--- src/rtl/teclado_pin_tx.sv ---
// teclado_pin_tx: keypad-side PIN transmitter.
// Sends a 16-bit PIN as four digit strobes (MSB nibble first), then waits for
// the PIN checker's verdict and reports it as a one-cycle result pulse.
// Ports:
//   clk, reset                  clock (rising edge), async active-high reset
//   enviar, pin_in[15:0]        start request and PIN, sampled in IDLE only
//   pin_incorrecto, advertencia,
//   bloqueo, fin                checker verdict / status inputs
//   digito_stb, digito[3:0]     one-cycle digit strobe and value
//   ocupado                     transaction in progress
//   resultado_vld, resultado    verdict pulse and held code
//                               (00 ok, 01 rejected, 10 locked, 11 timeout)
//   aviso                       sticky warning seen during this transaction
module teclado_pin_tx #(
  parameter int unsigned GAP     = 3,
  parameter int unsigned TIMEOUT = 16
) (
  input  logic        clk,
  input  logic        reset,
  input  logic        enviar,
  input  logic [15:0] pin_in,
  input  logic        pin_incorrecto,
  input  logic        advertencia,
  input  logic        bloqueo,
  input  logic        fin,
  output logic        digito_stb,
  output logic [3:0]  digito,
  output logic        ocupado,
  output logic        resultado_vld,
  output logic [1:0]  resultado,
  output logic        aviso
);

  localparam int unsigned GW = $clog2(GAP + 1);
  localparam int unsigned TW = $clog2(TIMEOUT + 1);

  typedef enum logic [2:0] {
    S_IDLE,
    S_STB,
    S_GAP,
    S_WAIT,
    S_REPORT
  } state_t;

  state_t        state, state_d;
  logic [15:0]   shift, shift_d;
  logic [GW-1:0] gap_cnt, gap_cnt_d;
  logic [TW-1:0] tmo_cnt, tmo_cnt_d;
  logic [1:0]    dig_cnt, dig_cnt_d;
  logic          dig_done, dig_done_d;
  logic [1:0]    code, code_d;
  logic          digito_stb_d;
  logic [3:0]    digito_d;
  logic          ocupado_d;
  logic          resultado_vld_d;
  logic [1:0]    resultado_d;
  logic          aviso_d;
  logic          last_dig;

  // Next-state and next-output logic; outputs are registered below.
  always_comb begin
    state_d         = state;
    shift_d         = shift;
    gap_cnt_d       = gap_cnt;
    tmo_cnt_d       = tmo_cnt;
    dig_cnt_d       = dig_cnt;
    dig_done_d      = dig_done;
    code_d          = code;
    digito_stb_d    = 1'b0;
    digito_d        = 4'h0;
    ocupado_d       = ocupado;
    resultado_vld_d = 1'b0;
    resultado_d     = resultado;
    aviso_d         = aviso | (advertencia && (state != S_IDLE));
    last_dig        = (dig_cnt == 2'd3);

    case (state)
      S_IDLE: begin
        if (enviar) begin
          shift_d     = pin_in;
          ocupado_d   = 1'b1;
          aviso_d     = 1'b0;
          resultado_d = 2'b00;
          dig_cnt_d   = 2'd0;
          dig_done_d  = 1'b0;
          state_d     = S_STB;
        end
      end
      S_STB: begin
        digito_stb_d = 1'b1;
        digito_d     = shift[15:12];
        shift_d      = {shift[11:0], 4'h0};
        gap_cnt_d    = '0;
        tmo_cnt_d    = '0;
        // Digit counter saturates at the 4th digit; done flag steers to WAIT.
        dig_done_d   = last_dig;
        dig_cnt_d    = last_dig ? dig_cnt : dig_cnt + 2'd1;
        state_d      = (last_dig || dig_done) ? S_WAIT : S_GAP;
      end
      S_GAP: begin
        if (gap_cnt == GW'(GAP - 1)) begin
          state_d = S_STB;
        end else begin
          gap_cnt_d = gap_cnt + GW'(1);
        end
      end
      S_WAIT: begin
        // Verdict priority: locked > accepted > rejected > timeout.
        if (bloqueo) begin
          code_d  = 2'b10;
          state_d = S_REPORT;
        end else if (fin) begin
          code_d  = 2'b00;
          state_d = S_REPORT;
        end else if (pin_incorrecto) begin
          code_d  = 2'b01;
          state_d = S_REPORT;
        end else if (tmo_cnt == TW'(TIMEOUT - 1)) begin
          code_d  = 2'b11;
          state_d = S_REPORT;
        end else begin
          tmo_cnt_d = tmo_cnt + TW'(1);
        end
      end
      S_REPORT: begin
        resultado_vld_d = 1'b1;
        resultado_d     = code;
        ocupado_d       = 1'b0;
        state_d         = S_IDLE;
      end
      default: state_d = S_IDLE;
    endcase
  end

  // State, datapath and output registers.
  always_ff @(posedge clk or posedge reset) begin
    if (reset) begin
      state         <= S_IDLE;
      shift         <= 16'h0;
      gap_cnt       <= '0;
      tmo_cnt       <= '0;
      dig_cnt       <= 2'd0;
      dig_done      <= 1'b0;
      code          <= 2'b00;
      digito_stb    <= 1'b0;
      digito        <= 4'h0;
      ocupado       <= 1'b0;
      resultado_vld <= 1'b0;
      resultado     <= 2'b00;
      aviso         <= 1'b0;
    end else begin
      state         <= state_d;
      shift         <= shift_d;
      gap_cnt       <= gap_cnt_d;
      tmo_cnt       <= tmo_cnt_d;
      dig_cnt       <= dig_cnt_d;
      dig_done      <= dig_done_d;
      code          <= code_d;
      digito_stb    <= digito_stb_d;
      digito        <= digito_d;
      ocupado       <= ocupado_d;
      resultado_vld <= resultado_vld_d;
      resultado     <= resultado_d;
      aviso         <= aviso_d;
    end
  end

endmodule
--- config.mk ---
export PLATFORM = sky130hd
export DESIGN_NAME = teclado_pin_tx
export DESIGN_NICKNAME = d
export VERILOG_FILES = /design/src/rtl/teclado_pin_tx.sv
export SDC_FILE = /design/constraint.sdc
export NUM_CORES = 1
export LEC_CHECK = 0
export BUFFER_PORTS_ARGS = -buffer_cell sky130_fd_sc_hd__buf_2
export CORE_AREA = 3 3 67 69
export DETAILED_ROUTE_END_ITERATION = 8
export DIE_AREA = 0 0 70 72
export GPL_TIMING_DRIVEN = 0
export PLACE_DENSITY = 0.72
export SYNTH_ARGS = -nofsm -noshare
export SYNTH_HDL_FRONTEND = slang
export SYNTH_SLANG_ARGS = --single-unit
--- constraint.sdc ---
create_clock -name clk -period 2.2 [get_ports clk]
set_input_delay 0.44 -clock clk [delete_from_list [all_inputs] [get_ports clk]]
set_output_delay 0.44 -clock clk [all_outputs]
set_load 0.01 [all_outputs]
==> qor.yml <==
setup_path:
  r2r_cells: 6
  crit_chain: "ha_1, and3_1, ha_1, o41ai_2, o311ai_0, a21oi_1"
  max_stage_delay_ns: 0.44
  crit_buf_inv: 0
  cp.required_ns: 2.40
  endpoint_kind: "flip-flop"
  cp-start-kind: "flip-flop"
  cp_slowest_cell: "dfrtp_1"
  cp_common_cell: "ha_1"
  reg2reg_from: "tmo_cnt[0]"
  path_depth: 6
  path_delay_family: "compound AO/OA/AOI/OAI gates"
  startpoint: "tmo_cnt[0]"
  worstPathMaxFanout: 6
  arrival_ns: 2.20
  criticalPathCategory: "reg2reg"
hold_path:
  hp-class: "in2async"
placement:
  dp_hpwl_mm: 2.52
  portBuffers: 32
  routabilityCongestion: 0.848
timing:
  fin_crit_sh: 0.910
  fin_skew_ns: 0.00397
  tightestPinTransition_ns: 0.835
  slew_viol_final: 0
  max_freq_mhz: 499
  tns_ns: 0
  slew_headroom: 0.443
  timing.hold.ws_ns: 0.324
  final-hold-violation-count: 0
  rsz0062_at_grt: "false"
  post-route-min-period_ns: 2.00
  setup_viol: 0
grt:
  overflow: 0
  grt_pass1_vias: 1368
  grt_max_degree: 42
  antenna_found_initial: 0
  grt_pass1_wl_mm: 6.48
  grt_usage: 0.158
yosys:
  async_reset_ff_frac: 1.00
  avgSynthCellArea_um2: 11.2
  synth_seq_cells: 41
  synth_top_area_cell: "dfrtp_1"
  postSynthCellCount: 173
  syn_area_um2: 1930
  synth.area.top_cells: "dfrtp_1, o221a_2, nand2b_1"
  yosysUniqueCellTypes: 42
  synthTopCellsByCount: "dfrtp_1, nand2_1, nand2b_1"
  synth_edf_count: 0
  synth_fp_nets: 200
  yosysSeqAreaShare: 0.531
  ys_warn_count: 0
  synth_top_area_frac: 0.531
  yosys.cell_count.top_type: "dfrtp_1"
  synth_flop_cell: "dfrtp_1"
cts:
  cts_root_buf: "clkbuf_8"
  cts.sinks: 41
  worstSkewPairLatency_ns: 0.28
  clkSlewWorstSetupHoldPaths_ns: 0.07
  cts_tree: "done"
  htreeDepth: 2
  cts_max_path_buffers: 2
  cts_inserted_buffers: 5
finish:
  post-route-util: 0.569
  fillCellCount: 341
  multiInputGateArea_um2: 800
  syn_to_final_growth_pct: 17.0
  nNetsFinal: 240
  drive_above_1_share: 0.286
  seq_area_um2: 1030
  diodes: 0
run_status:
  status: "completed"
drt:
  drtIter0Drc: 98
  routed_wl_mm: 3.56
  routed_via_density: 5.33
  routedWlPerCell_um: 13.5
  ant_nets: 0
  drc: 0
  drt-pass1-iter-count: 5
  vias: 1403
floorplanning:
  dieHeight_um: 72
  fp.dieArea_um2: 5040
  num_rows: 23
  start_util: 0.487
  die_w_um: 70
  design.core.area_um2: 3970
  io-pin-count: 33
power:
  p_per_area_nw_per_um2: 1310
  vdd_ir_drop_max_mv: 0.777
  power.leakage_uw: 0.00104
flow_run:
  max-cap-violations: 0
==> worst reg2reg max path: stages (launching register included) <==
cell and delay, ns:
dfrtp_1 0.44, ha_1 0.26, and3_1 0.19, ha_1 0.23
o41ai_2 0.41, o311ai_0 0.21, a21oi_1 0.18
==> sequential cells by signal (all words and copies together) (netlist names) <==
| register | flops |
|---|---|
| dig_cnt | 2 |
| digito | 4 |
| state | 3 |
| digito_stb | 1 |
| code | 2 |
| dig_done | 1 |
| tmo_cnt | 5 |
| resultado_vld | 1 |
| ocupado | 1 |
| gap_cnt | 2 |
| resultado | 2 |
| aviso | 1 |
| shift | 16 |
==> logic make-up after synthesis <==
| group | share of synthesized area |
|---|---|
| AND/OR/NAND/NOR | 0.184 |
| multiplexers | 0.0207 |
| buffers and inverters | 0.0595 |
| flip-flops | 0.531 |
| AO/OA/AOI/OAI | 0.179 |
| adder cells (fa/ha/maj) | 0.0259 |
==> per-layer routing <==
layer	GRT usage	routed length, um
met5	0	0
met4	0.0511	13
met3	0.0319	184
met2	0.241	1520
met1	0.228	1840
==> cell type report <==
class                           count  area share
Buffer                             10      0.0310
Clock buffer                        6      0.0365
Clock inverter                      1     0.00332
Inverter                           12      0.0199
Multi-Input combinational cell    110       0.354
Sequential cell                    41       0.454
Tap cell                           50      0.0277
Timing Repair Buffer               33      0.0742
==> through the flow <==
step | total power, uW | worst slack [ns] | cells | instance area [um2]
floorplan | 2160 | 0.275 | 173 | 1930
global placement | 2450 | 0.0749 | 255 | 2160
detailed placement | 2490 | 0.0874 | 255 | 2160
CTS | 2980 | 0.0548 | 262 | 2250
global route | 3220 | 0.0399 | 263 | 2260
finish | 2960 | 0.197 | 263 | 2260
==> power by group <==
group / internal, uW / switching [uW] / total, uW
Clock: 248 / 236 / 483
Sequential: 1080 / 212 / 1290
Combinational: 576 / 605 / 1180
==> layout by cell type (no fill, tap or decap), types with 2 or more instances in the layout <==
| cell type | n |
|---|---|
| and3_1 | 5 |
| buf_2 | 34 |
| a21oi_1 | 3 |
| nand2b_1 | 14 |
| o21ai_0 | 13 |
| nor3b_1 | 2 |
| nand4_1 | 2 |
| nor2_1 | 7 |
| buf_6 | 3 |
| buf_4 | 3 |
| inv_1 | 11 |
| dfrtp_1 | 41 |
| o2bb2ai_1 | 2 |
| mux2i_1 | 4 |
| ha_1 | 4 |
| clkbuf_1 | 3 |
| o221a_2 | 8 |
| nand2_1 | 17 |
| a41o_1 | 2 |
| o221a_1 | 4 |
| nor4b_1 | 2 |
| clkbuf_8 | 6 |
==> final timing paths <==
path	end	slack, ns
max	state[0]	0.20
min	tmo_cnt[2]	0.32
max reg2reg	state[0]	0.20
min reg2reg	ocupado	0.48
max in group asynchronous	aviso	1.35
min in group clk	shift[2]	0.36
==> what timing repair did <==
action	CTS	global route
setup buffers	0	1
setup endpoints to repair	0	5
gates resized for setup	0	1
hold buffers	0	0
No activity file was read; power rests on OpenSTA's default activity.
